`src/rtl/decode_stage.sv`:
```
// decode_stage: instruction decode + operand fetch with 16x32 register file; define DECODE_BYPASS_EN to forward same-cycle writeback into operands
module decode_stage #(
  parameter int RF_DEPTH = 16,
  parameter int IMM_W = 18
) (
  input  logic        clk,
  input  logic        rst,
  input  logic        in_valid,
  input  logic [31:0] in_instr,
  output logic        in_ready,
  output logic        out_valid,
  input  logic        out_ready,
  output logic [31:0] a,
  output logic [31:0] b,
  output logic [31:0] st_data,
  output logic [3:0]  rd,
  output logic        isadd,
  output logic        isld,
  output logic        isst,
  output logic        issub,
  output logic        iscmp,
  output logic        ismul,
  output logic        islsl,
  output logic        islsr,
  output logic        isasr,
  output logic        isor,
  output logic        isnot,
  output logic        isand,
  output logic        isdiv,
  output logic        ismod,
  output logic        ismov,
  output logic        illegal_op,
  input  logic        wb_en,
  input  logic [3:0]  wb_rd,
  input  logic [31:0] wb_data
);
`ifdef DECODE_BYPASS_EN
  localparam bit BYPASS = 1'b1;
`else
  localparam bit BYPASS = 1'b0;
`endif
  logic [31:0] rf [RF_DEPTH];
  logic [4:0]  opc;
  logic [3:0]  rs1, rs2, rdi, idx;
  logic [31:0] simm, ra, rb, rs;
  logic [14:0] op_q, oh;
  logic        accept, legal, mem, fwd;
  assign opc = in_instr[31:27];
  assign rdi = in_instr[25:22];
  assign rs1 = in_instr[21:18];
  assign rs2 = in_instr[17:14];
  assign simm = {{(32-IMM_W){in_instr[IMM_W-1]}}, in_instr[IMM_W-1:0]};
  assign in_ready = !out_valid || out_ready;
  assign accept = in_valid && in_ready;
  assign legal = !opc[4] && opc[3:0] != 4'd13;
  assign mem = opc == 5'd14 || opc == 5'd15;
  assign fwd = BYPASS && wb_en;
  assign ra = fwd && wb_rd == rs1 ? wb_data : rf[rs1];
  assign rb = fwd && wb_rd == rs2 ? wb_data : rf[rs2];
  assign rs = fwd && wb_rd == rdi ? wb_data : rf[rdi];
  // opcode 13 (nop) has no control line, so opcodes above it shift down one slot
  assign idx = opc[3:0] > 4'd13 ? opc[3:0] - 4'd1 : opc[3:0];
  assign oh = 15'b1 << idx;
  assign {isst, isld, isasr, islsr, islsl, ismov, isnot, isor, isand, iscmp, ismod, isdiv, ismul, issub, isadd} = op_q;
  // register file: reset clears every entry, writeback never blocked
  always_ff @(posedge clk) begin
    if (rst) begin
      for (int i = 0; i < RF_DEPTH; i++) rf[i] <= '0;
    end else if (wb_en) begin
      rf[wb_rd] <= wb_data;
    end
  end
  // output register: load on accept, clear on consume, hold during stall
  always_ff @(posedge clk) begin
    if (rst) begin
      out_valid <= 1'b0;
      illegal_op <= 1'b0;
      op_q <= '0;
      a <= '0;
      b <= '0;
      st_data <= '0;
      rd <= '0;
    end else begin
      illegal_op <= accept && opc[4];
      if (accept) begin
        out_valid <= legal;
        op_q <= legal ? oh : '0;
        if (legal) begin
          a <= ra;
          b <= in_instr[26] || mem ? simm : rb;
          st_data <= rs;
          rd <= rdi;
        end
      end else if (out_ready) begin
        out_valid <= 1'b0;
        op_q <= '0;
      end
    end
  end
endmodule

```
`config.mk`:
```
export PLATFORM = sky130hd
export DESIGN_NAME = decode_stage
export DESIGN_NICKNAME = d
export VERILOG_FILES = /design/src/rtl/decode_stage.sv
export SDC_FILE = /design/constraint.sdc
export NUM_CORES = 1
export LEC_CHECK = 0
export CAP_MARGIN = 20
export CORE_MARGIN = 2
export CORE_UTILIZATION = 45
export DETAILED_ROUTE_END_ITERATION = 16
export PLACE_DENSITY = 0.67
export REMOVE_ABC_BUFFERS = 1
export SLEW_MARGIN = 5
export SYNTH_ARGS = -nofsm -noshare
export SYNTH_HDL_FRONTEND = slang
export SYNTH_SLANG_ARGS = --single-unit
```
`constraint.sdc`:
```
create_clock -name clk -period 2.82 [get_ports clk]
set_clock_uncertainty 0.05 [all_clocks]
set_input_delay 0.423 -clock clk [delete_from_list [all_inputs] [get_ports clk]]
set_output_delay 0.423 -clock clk [all_outputs]
set_load 0.05 [all_outputs]
```
# After elaboration in Yosys (flattened, before gate mapping)
# Memories as Yosys holds them, arrays and structs flattened. A register that Yosys moved wholly into a read port is not among the register bits.
# Cells that the tools add are included.
[word_totals]
regBits = 53
mem_bits_rw = 512
inputBits = 73
output_inout_bits = 118
word_cells = 38
memories = 1
[classes]
add_sub_neg = 1
order_cmp = 1
eq_ne = 3
n_shift = 1
n_mux = 15
reduce_logical = 11
[mem_list]
columns = ["name", "words", "word_bits", "rd", "rd_clocked_by_memory_dff", "write_ports", "line", "rtl"]
rows = [
  ["rf", 16, 32, 3, 2, 16, "42", "logic [31:0] rf [RF_DEPTH];"],
]
[op_table]
columns = ["cell", "n"]
rows = [
  ["32-bit two-way mux", 2],
  ["15-bit two-way mux", 3],
  ["32-bit OR reduction", 1],
  ["1-bit by 4-bit << shifter with 15-bit output, first input constant", 1],
  ["5-bit by 4-bit == test with 1-bit output, second input constant", 2],
  ["1-bit two-way mux", 8],
  ["4-bit two-way mux", 2],
  ["4-bit greater-than comparator, second input constant", 1],
  ["4-bit inequality test, second input constant", 1],
  ["4-bit by 1-bit subtractor with 4-bit output, second input constant", 1],
  ["1-bit logical AND", 3],
  ["1-bit logical OR", 3],
  ["1-bit logical NOT", 2],
  ["2-bit AND reduction", 1],
  ["2-bit nonzero test", 1],
]

# Longest topological paths before layout
[depth]
depth_word = 5
ltp_mapped = 8
mapped_depth_nobuf = 6

# Worst setup path after synthesis
# No wires, ideal clock.
[synth_path]
path_kind = "input to register"
startpoint = "in rst"
endpoint = "mem rf[0][0] (enable)"
setup_time_ns = 0.375
arrival_time_ns = 1.798
required_time_ns = 2.395
setup_slack_ns = 0.598
stages = 5
path_buffers = 1
cell_sequence = "clkbuf_1 nor3b_1 nand2b_1 nor3_1 or2_2"
[synth_lines]
columns = ["element", "line", "rtl"]
rows = [
  ["from (decl)", "7", "input logic rst,"],
  ["to (decl)", "42", ""],
]

==> summary.md <==
| Metric | Value |
|---|---|
| Main combinational cell family by area after synthesis | `multiplexers` |
| Clock slew at reported path FFs | `~60 ps` |
| Nets | `around 2600` |
| Synth warnings | `0` |
| FMAX | `between 300 and 400 MHz` |
| FF-to-FF End | `b[29]` |
| Crit path launch type | `input pin` |
| Simple-gate share of the synthesized area | `approximately 12%` |
| Setup crit start | `wb_en` |
| Later-pin clock latency in the skew report | `roughly 630 ps` |
| Worst-case clock buffer depth | `3` |
| Layout cells sized above 1 | `roughly 29%` |
| Tmin final | `around 2600 ps` |
| Hold crit path type | `input pin to register` |
| Synthesis-to-finish area growth | `18.6%` |
| Vias in the first global route | `about 25000` |
| Global-route wire length before repair | `173 mm` |
| RSZ-0062 raised after global routing | `false` |
| CTS root buf | `clkbuf_16` |
| Finished Core Util | `54.1%` |
| Routed vias | `approximately 24000` |
| PwrDens | `around 590 nW/µm²` |
| P_leak | `14.6 nW` |
| Routed Wire Length | `approximately 120 mm` |
| Starting DRT DRC Count | `around 3300` |
| Post-DP Area | `approximately 39000 µm²` |
| Relative slew slack | `approximately 36%` |
| Die height | `between 200 and 300 µm` |
| Crit Reg-Reg Startpoint | `out_valid` |
| Vias per cell | `~6.6` |
| Post-CTS Resized | `0` |
| Cell area after layout | `~42000 µm²` |
| Initial core utilization | `45.6%` |
| CP Data Required Time | `3080 ps` |
| EDFF count, synth | `512` |
| Hold buffer count at cts | `0` |
| Final hold violation count | `0` |
| Post-CTS Setup Bufs | `0` |
| Core area | `77600 µm²` |
| Critical path type | `input pin to register` |
| Clk sinks | `629` |
| Fin worst setup slack | `between 200 and 300 ps` |
| Maximum vdd drop | `0.000431 V` |
| # DRC | `0` |
| HPWL Detailed | `73.4 mm` |
| Mean area per synthesized cell | `14.7 µm²` |
| Worst Hold End | `b[14]` |
| Reg2reg setup slack | `880 ps` |
| Post-Synth Adder-Cell Area | `less than 1%` |
| Number of buffers created by CTS | `just over 70` |
| Hold Path Depth | `2` |
| Crit path arrival time | `2820 ps` |
| Multiplexer area fraction after synthesis | `~28%` |
| Cells after DPL | `approximately 3500` |
| # IOs | `191` |
| Distinct cells, synth | `49` |
| CP Capture Type | `register` |
| Per-cell routed wire length | `between 30 and 40 µm` |
| Layout fillers | `6242` |
| H-tree depth | `3` |
| Register area share after synthesis | `around half` |
| Worst slew pin tran | `around 960 ps` |
| Congestion Overflow GR | `0` |
| Ys flop type | `edfxtp_1` |
| Crit path max fanout | `17` |
| Cell Area, Synth | `between 30000 and 40000 µm²` |
| Setup-failing EPs final | `0` |
| Gr usage total | `between 20% and 30%` |
| Post-synthesis cell count | `~2400` |
| Rows | `between 100 and 150` |
| FF-to-FF path depth | `6` |
| Buffers on Ports | `190` |
| Max Transition Viols Final | `0` |
| Final Cycle Share | `just over 90%` |
| Max-Cap Viols | `0` |
| Dpl ws | `-175 ps` |
| Initial antenna violation count | `10` |
| DRT antenna net count | `0` |
| Pre-antenna DRT Iters | `5` |
| Die area | `between 80000 and 90000 µm²` |
| CTS tree | `done` |
| Die W | `between 200 and 300 µm` |
| Outcome | `completed` |
| Synth Register Bits | `between 600 and 700` |
| Final cell count without fillers | `3671` |
| Xor and xnor area share after synthesis | `0.0248%` |
| Setup TNS | `0 ps` |
| Synth Area in Compound Gates | `between 5 and 6%` |
| Pin count of the biggest net entering global routing | `101` |
| Ys async rst share | `0%` |
| Hold path start | `rst` |
| GP Congestion | `roughly 0.89` |
-- worst max-delay path by stage --
stage / to / slack, ps / depth (start not counted)
6_report: rf[5][21] / 260 / 6
5_1_grt: rf[4][31] / 250 / 6
3_3_place_gp: rf[5][17] / -170 / 6
3_5_place_dp: rf[5][17] / -170 / 6
4_1_cts: b[14] / 370 / 1
2_1_floorplan: b[17] / -2260 / 6
-- power breakdown --
group	switching (mW)	internal, mW
registers	0.453	10.6
clock network	3.90	6.01
logic	2.03	1.81
-- cell usage in the layout, fill, tap and decap left out, types with 6 or more instances in the layout --
cell             netlist  layout
diode_2                0       6
a211oi_1              38      38
buf_4                 27      84
dfxtp_1              117     117
a22o_1                96      96
nand2b_1               6       6
bufinv_16              0       9
clkbuf_16              0      76
or2_2                 16      16
nand3b_1              32      32
clkinv_2               0       7
mux2_2                48      48
nor2_2                 0      13
clkbuf_1             149      18
clkbuf_8               0       9
edfxtp_1             512     512
a21oi_1               40      40
a22oi_1                8       8
nand2_1               46      46
and2_1               514     513
mux2i_1               82      82
o21ai_1               48      48
buf_12                 2      70
a2111oi_1             11      11
clkdlybuf4s50_1        0     179
mux4_2               384     384
a211oi_2              11      11
nor2_1                91      77
-- registers in the layout, indices dropped and copies added, names as in the netlist --
name	flops
rf	512
a	32
b	32
st_data	32
op_q	15
rd	4
illegal_op	1
out_valid	1
-- cell type report --
cell class	instances	area, µm²	area share (%)
flip-flops and latches	629	17700	42.2
multi-input cells	1519	16500	39.3
repair buffers	340	3890	9.28
clock buffers	104	2090	4.99
well taps	1040	1300	3.10
clock inverters	28	404	0.964
inverters	5	18.8	0.0447
diodes	6	15.0	0.0358
-- worst max-delay path, stage by stage --
cell and delay [ps]:
clkdlybuf4s50_1 530, nor3b_1 800, nand2_1 340, nor2_2 260, or2_2 240, buf_12 220
-- layer usage --
layer / track usage [%] / share of wire (%) / wire length (µm) / up-vias
met1: 38.3 / 36 / 43400 / 12200
met2: 46.7 / 47 / 56100 / 1883
met4: 14.5 / 5.2 / 6180 / 7
met3: 7.47 / 12 / 14300 / 372
li1: - / - / - / 9741
met5: 0 / 0.053 / 64 / -
-- metrics by stage --
stage	hold WS, ps	power (mW)
after floorplan	438	13.1
after global placement	400	14.9
after detailed placement	402	15.0
after CTS	134	24.8
after global routing	182	25.4
final	169	24.8
-- synthesized netlist by cell type, types with 3 or more instances --
cell type | count | area (µm²)
and2_1 | 514 | 3220
edfxtp_1 | 512 | 15400
mux4_2 | 384 | 8650
clkbuf_1 | 149 | 559
dfxtp_1 | 117 | 2340
a22o_1 | 96 | 841
nor2_1 | 91 | 342
mux2i_1 | 82 | 821
buf_2 | 54 | 270
mux2_2 | 48 | 541
o21ai_1 | 48 | 240
nand2_1 | 46 | 173
a21oi_1 | 40 | 200
a211oi_1 | 38 | 285
nand3b_1 | 32 | 240
buf_4 | 27 | 203
or2_2 | 16 | 100
buf_6 | 13 | 146
a2111oi_1 | 11 | 110
a211oi_2 | 11 | 138
a22oi_1 | 8 | 60.1
nor3_1 | 8 | 40.0
nand2b_1 | 6 | 37.5
nor2b_1 | 6 | 37.5
ha_1 | 5 | 62.6
inv_1 | 5 | 18.8
a32oi_1 | 4 | 35.0
a2111oi_0 | 3 | 26.3
buf_1 | 3 | 11.3
-- kinds of logic after synthesis --
family	after synthesis
and+or+nand+nor	735
DFF	629
muxes	514
AOI/OAI and AO/OA	264
buffers and inverters	254
adders and majority gates	5
xor gates and xnor gates	1
Note: power is estimated with default switching activity, not from simulation.
